===== src/rtl/barrett_pkg.sv =====
// +--------------------------------------------------------------------------+
// | barrett_pkg : shared constants and stage layout for barrett_stream        |
// | Rev 1.0                                                                   |
// +--------------------------------------------------------------------------+
`default_nettype none

package barrett_pkg;

    localparam int BARRETT_W_DEF     = 32;
    localparam int BARRETT_TAG_W_DEF = 4;
    localparam int BARRETT_LAT       = 3;

    // Stage-register layout at the default width; the top elaborates the same
    // fields (valid, low x bits or r, tag) sized to its own W and TAG_W.
    typedef struct packed {
        logic                         valid;
        logic [BARRETT_W_DEF+1:0]     xr;
        logic [BARRETT_TAG_W_DEF-1:0] tag;
    } barrett_stage_t;

endpackage

`default_nettype wire


===== src/rtl/barrett_mul.sv =====
// +--------------------------------------------------------------------------+
// | barrett_mul : unsigned A x B multiplier, shifted/truncated, reg output    |
// | Rev 1.0                                                                   |
// +--------------------------------------------------------------------------+
`default_nettype none

module barrett_mul #(
    parameter int A_W   = 33,
    parameter int B_W   = 34,
    parameter int SHIFT = 0,
    parameter int OUT_W = 67
) (
    input  logic             clk_i,
    input  logic             rst_ni,
    input  logic             en_i,
    input  logic [A_W-1:0]   a_i,
    input  logic [B_W-1:0]   b_i,
    output logic [OUT_W-1:0] p_o
);

    localparam int P_W = A_W + B_W;

    logic [OUT_W-1:0] p_d;
    logic [OUT_W-1:0] p_q;

    assign p_d = OUT_W'((P_W'(a_i) * P_W'(b_i)) >> SHIFT);

    always_ff @(posedge clk_i or negedge rst_ni) begin
        if (!rst_ni) begin
            p_q <= '0;
        end else if (en_i) begin
            p_q <= p_d;
        end
    end

    assign p_o = p_q;

endmodule

`default_nettype wire


===== src/rtl/barrett_stream.sv =====
// +--------------------------------------------------------------------------+
// | barrett_stream : 3-stage streaming Barrett reducer, x mod m, valid/ready  |
// | Rev 1.0                                                                   |
// +--------------------------------------------------------------------------+
`default_nettype none

module barrett_stream
    import barrett_pkg::*;
#(
    parameter int W     = BARRETT_W_DEF,
    parameter int TAG_W = BARRETT_TAG_W_DEF
) (
    input  logic             clk_i,
    input  logic             rst_ni,
    input  logic             cfg_valid_i,
    output logic             cfg_ready_o,
    input  logic [W-1:0]     cfg_m_i,
    input  logic [W+1:0]     cfg_mu_i,
    output logic             cfg_err_o,
    input  logic             in_valid_i,
    output logic             in_ready_o,
    input  logic [2*W-1:0]   x_i,
    input  logic [TAG_W-1:0] tag_i,
    output logic             out_valid_o,
    input  logic             out_ready_i,
    output logic [W-1:0]     result_o,
    output logic [TAG_W-1:0] tag_o,
    output logic             busy_o
);

    typedef struct packed {
        logic             valid;
        logic [W+1:0]     xr;
        logic [TAG_W-1:0] tag;
    } stage_t;

    stage_t           s1_d, s1_q, s2_q, s3_d, s3_q;
    logic             out_valid_q;
    logic [W-1:0]     result_d, result_q;
    logic [TAG_W-1:0] tag_q;
    logic [W-1:0]     m_q;
    logic [W+1:0]     mu_q;
    logic             cfg_err_q;

    logic             adv, accept, cfg_accept, busy;
    logic [W+1:0]     q3, qm_lo, m_ext, r_fix1;

    assign busy       = s1_q.valid | s2_q.valid | s3_q.valid | out_valid_q;
    assign adv        = !out_valid_q || out_ready_i;
    assign in_ready_o = adv && !cfg_valid_i;
    assign accept     = in_valid_i && in_ready_o;
    assign cfg_accept = cfg_valid_i && !busy;

    // q3 = ((x >> (W-1)) * mu) >> (W+1), aligned with s1_q
    barrett_mul #(
        .A_W   (W + 1),
        .B_W   (W + 2),
        .SHIFT (W + 1),
        .OUT_W (W + 2)
    ) u_mul_q (
        .clk_i  (clk_i),
        .rst_ni (rst_ni),
        .en_i   (adv),
        .a_i    (x_i[2*W-1:W-1]),
        .b_i    (mu_q),
        .p_o    (q3)
    );

    // Only the low W+2 bits of q3*m matter: the true remainder is below 3m.
    barrett_mul #(
        .A_W   (W + 2),
        .B_W   (W),
        .SHIFT (0),
        .OUT_W (W + 2)
    ) u_mul_qm (
        .clk_i  (clk_i),
        .rst_ni (rst_ni),
        .en_i   (adv),
        .a_i    (q3),
        .b_i    (m_q),
        .p_o    (qm_lo)
    );

    always_comb begin
        s1_d       = '0;
        s1_d.valid = accept;
        s1_d.xr    = x_i[W+1:0];
        s1_d.tag   = tag_i;

        s3_d       = s2_q;
        s3_d.xr    = s2_q.xr - qm_lo;

        m_ext      = {2'b00, m_q};
        r_fix1     = (s3_q.xr >= m_ext) ? (s3_q.xr - m_ext) : s3_q.xr;
        result_d   = (r_fix1 >= m_ext) ? W'(r_fix1 - m_ext) : W'(r_fix1);
    end

    always_ff @(posedge clk_i or negedge rst_ni) begin
        if (!rst_ni) begin
            s1_q        <= '0;
            s2_q        <= '0;
            s3_q        <= '0;
            out_valid_q <= 1'b0;
            result_q    <= '0;
            tag_q       <= '0;
            m_q         <= '0;
            mu_q        <= '0;
            cfg_err_q   <= 1'b0;
        end else begin
            if (adv) begin
                s1_q        <= s1_d;
                s2_q        <= s1_q;
                s3_q        <= s3_d;
                out_valid_q <= s3_q.valid;
                if (s3_q.valid) begin
                    result_q <= result_d;
                    tag_q    <= s3_q.tag;
                end
            end
            if (cfg_accept) begin
                m_q       <= cfg_m_i;
                mu_q      <= cfg_mu_i;
                cfg_err_q <= !cfg_m_i[W-1];
            end
        end
    end

    assign cfg_ready_o = cfg_accept;
    assign cfg_err_o   = cfg_err_q;
    assign out_valid_o = out_valid_q;
    assign result_o    = result_q;
    assign tag_o       = tag_q;
    assign busy_o      = busy;

endmodule

`default_nettype wire

===== config.mk =====
export PLATFORM = sky130hd
export DESIGN_NAME = barrett_stream
export DESIGN_NICKNAME = d
export VERILOG_FILES = /design/src/rtl/barrett_pkg.sv /design/src/rtl/barrett_mul.sv /design/src/rtl/barrett_stream.sv
export SDC_FILE = /design/constraint.sdc
export NUM_CORES = 2
export LEC_CHECK = 0
export BUFFER_PORTS_ARGS = -buffer_cell sky130_fd_sc_hd__buf_2
export CORE_MARGIN = 5
export CORE_UTILIZATION = 42
export CTS_CLUSTER_SIZE = 25
export DETAILED_ROUTE_END_ITERATION = 8
export PLACE_DENSITY = 0.56
export SYNTH_ARGS = -nofsm -noshare
export SYNTH_HDL_FRONTEND = slang
export SYNTH_SLANG_ARGS = --single-unit

===== constraint.sdc =====
create_clock -name clk_i -period 9.2 [get_ports clk_i]
set_input_delay 0.46 -clock clk_i [delete_from_list [all_inputs] [get_ports clk_i]]
set_output_delay 0.46 -clock clk_i [all_outputs]
set_load 0.01 [all_outputs]

==> results.md <==
- Outcome: complete, no violations
- Critical path class: reg2reg
- Measured slew at the worst slew-check pin: approximately 1.2 ns
- Critical-path top delay cell: dfrtp_1
- Register area share after synthesis: 0.105
- Headroom to the max-slew limit: 0.201
- Clock Skews: between 0.03 and 0.04 ns
- Most used cell, CP: fa_1
- Fin crit period: ~8.8 ns
- Mapped Area: ~69000 um2
- Crit path buffers/inverters: 4
- Gr usage total: 0.246
- Setup_tns: 0 ns
- Final ANT Viol Nets: 0
- First-pass GRT wire length: roughly 330 mm
- Largest net degree at the start of global routing: 190
- Worst hold path type: in2reg
- Worst R2R End: u_mul_q.p_o[26]
- Number of global-route vias before repair: roughly 56000
- # nets final: around 9900
- HP Start: cfg_mu_i[6]
- RSZ-0062 raised after global routing: no
- Part of the cycle the worst path needs: 0.960
- Area occupied by multi-input gates: 54000 um2
- Area grow syn2layout: 6.70%
- Max-cap violations: 0
- Syn avg cell area: 8.74 um2
- I/O pin cnt: 180
- Routability cong.: 0.912
- R2R cell count: 24
- Worst setup EP type: register
- Via/cell ratio: 5.22
- YS warnings: 0
- Initial DRT Pass Iterations: 5
- Critical path peak fanout: 19
- Crit path from: mu_q[9]
- WP data required: 9.64 ns
- RR Startpoint: mu_q[9]
- CTS Buffer Depth: 3
- Post-CTS Setup Bufs: 0
- Number of H-tree levels: 2
- Commonest non-fill, non-tap cell in the layout: nand2_1
- Total number of vias: 52400
- Fin util: 0.451
- Total clock buffers created by CTS: 39
- Dpl hpwl: between 150 and 200 mm
- CP Cell Sequence: buf_4 -> nand2_1 -> fa_1 -> fa_1 -> inv_1 -> fa_1 -> fa_1 -> fa_1 -> fa_1 -> fa_1 -> inv_1 -> fa_1 -> inv_1 -> ha_1 -> a21o_1 -> a21o_1 -> a21o_1 -> a2111oi_0 -> a21oi_1 -> a211oi_1 -> o21ai_1 -> o31ai_1 -> xor2_1 -> a21oi_1
- Most frequent cells in the layout: nand2_1, inv_1, fa_1
- Initial DRC Count: approximately 3400
- CTS tree: done
- Arrival @ worst endpoint: 9.27 ns
- Die H: between 400 and 500 um
- Final wirelength: between 200 and 250 mm
- Worst Setup Start Kind: register
- Hold Crit Depth: 3
- Clock sinks: about 290
- Post-Synthesis Net Count: around 10000
- Die area: 172000 um2
- Number of synthesized flops with an enable pin: 0
- Clock Tree Root: clkbuf_16
- Reg2Reg Setup Slack: around 0.37 ns
- Post-synthesis cell type count: 82
- Drt wl/cell: 21.0 um
- Core area: roughly 160000 um2
- Share of layout cells above drive strength 1: 0.0518
- # DRC: 0
- Fin. max-slew vios: 0
- GRT overflow: 0
- Crit-path max cell delay: approximately 1 ns
- Port Buffers: approximately 180
- Fillers: about 16000
- Die X: between 400 and 500 um
- Row count: 148
- Skew-Pair Late Insertion Delay: 0.62 ns
- Initial antenna violation count: 5
- Sequential Area: a little over 7000 um2
- Final setup fails: 0
- Worst Hold Path EP: mu_q[6]
- Mapped Cells: roughly 7900
- Top delay family on crit path: adder cells
- Initial Util: 0.423
- Post-synth ARST share: 1.00
- Top_reg_cell synth: dfrtp_1
- #FFs+latches synth: between 200 and 300
- Final Hold Vio Count: 0
- Worst-path clk slew: roughly 0.060 ns
- Maximum clock frequency: roughly 0.11 GHz
## cell usage after synthesis, drive strengths merged (5+ instances only)
cell type / n / area [um2]
a31oi: 20 / 125
nand2: 1641 / 6160
o21a: 35 / 263
clkbuf: 394 / 1480
a21boi: 8 / 60.1
nand4: 15 / 93.8
a21oi: 225 / 1130
mux2i: 32 / 320
buf: 21 / 101
nor4b: 5 / 43.8
dfrtp: 289 / 7230
or3: 19 / 119
o21bai: 17 / 128
and3: 19 / 119
o211ai: 12 / 90.1
inv: 1627 / 6110
or2: 5 / 31.3
mux2: 16 / 180
nor3: 39 / 195
a211oi: 24 / 180
nand3b: 7 / 52.6
nand3: 48 / 240
o21ai: 184 / 921
ha: 484 / 6060
o31ai: 24 / 194
fa: 1459 / 29200
nor4: 8 / 50.1
and2: 641 / 4010
xnor2: 130 / 1140
xor2: 55 / 482
a221oi: 6 / 52.6
nor2: 152 / 571
o31a: 5 / 43.8
a2111oi: 8 / 76.3
nor2b: 19 / 119
o41ai: 5 / 43.8
a21o: 87 / 653
nand2b: 23 / 144
nor3b: 11 / 87.6
o2111ai: 9 / 78.8
## final cells by class
cell class | count | area share
tap | 2175 | 0.0370
clock buffer | 46 | 0.0139
multi-input combinational | 5552 | 0.734
timing repair buffer | 319 | 0.0277
antenna | 6 | 0.000204
sequential | 289 | 0.0985
clock inverter | 23 | 0.00509
inverter | 1628 | 0.0832
## sequential cells by signal, summed over array words and instances (netlist names)
register	flops
s1_q	39
s2_q	39
mu_q	34
result_o	32
out_valid_o	1
tag_o	4
u_mul_qm.p_o	34
u_mul_q.p_o	34
m_q	32
cfg_err_o	1
s3_q	39
## cell families (layout without fill, tap and decap cells)
logic type / count (synthesis) / count (layout) / synth area share
other: 0 / 6 / 0
AOI/OAI and AO/OA: 712 / 712 / 0.0643
xor gates and xnor gates: 185 / 185 / 0.0235
buffers and inverters: 2043 / 2016 / 0.112
adders and majority gates: 1943 / 1943 / 0.512
DFF: 289 / 289 / 0.105
and+or+nand+nor: 2664 / 2664 / 0.176
muxes: 48 / 48 / 0.00727
## through the flow
stage / area (um2) / setup WS (ns) / instances / hold WS, ns
after floorplan: 68900 / 1.49 / 7884 / 0.164
after global placement: 72000 / 0.563 / 9957 / 0.447
after detailed placement: 72000 / 0.458 / 9957 / 0.454
after CTS: 73500 / 0.419 / 10000 / 0.00150
after global routing: 73500 / 0.0288 / 10000 / 0.0370
final: 73500 / 0.366 / 10000 / 0.0486
## worst max-delay path by stage
stage | to | slack (ns) | depth (start not counted)
after global routing | u_mul_q.p_o[26] | 0.03 | 23
final | u_mul_q.p_o[26] | 0.37 | 24
after CTS | u_mul_q.p_o[26] | 0.42 | 24
after detailed placement | u_mul_q.p_o[26] | 0.46 | 24
after global placement | u_mul_q.p_o[26] | 0.56 | 24
after floorplan | u_mul_q.p_o[15] | 1.49 | 25
## repair_timing
| item | CTS | global route |
|---|---|---|
| gates resized for setup | 0 | 4 |
| hold endpoints to repair | 94 | 0 |
| hold buffers | 6 | 0 |
| endpoints found under the setup margin | 0 | 1 |
## worst reg2reg max path: cells and delay by family (launching register included)
kind	cells	cell delay [ns]
xor gates and xnor gates	1	0.19
and+or+nand+nor	1	0.12
adders and majority gates	9	4.20
buffers and inverters	4	0.55
AOI/OAI and AO/OA	9	2.60
DFF	1	1.01
## per-layer routing
metal,track usage,vias up,share of wire
met4,0.0755,2,0.036
met2,0.400,1594,0.47
met3,0.0275,314,0.055
li1,-,23400,-
met1,0.348,27100,0.44
met5,0,-,0.000062
Power is left out: the tool's default activity adds up to more than one toggle a clock period on the data nets, which glitch-free logic cannot reach.
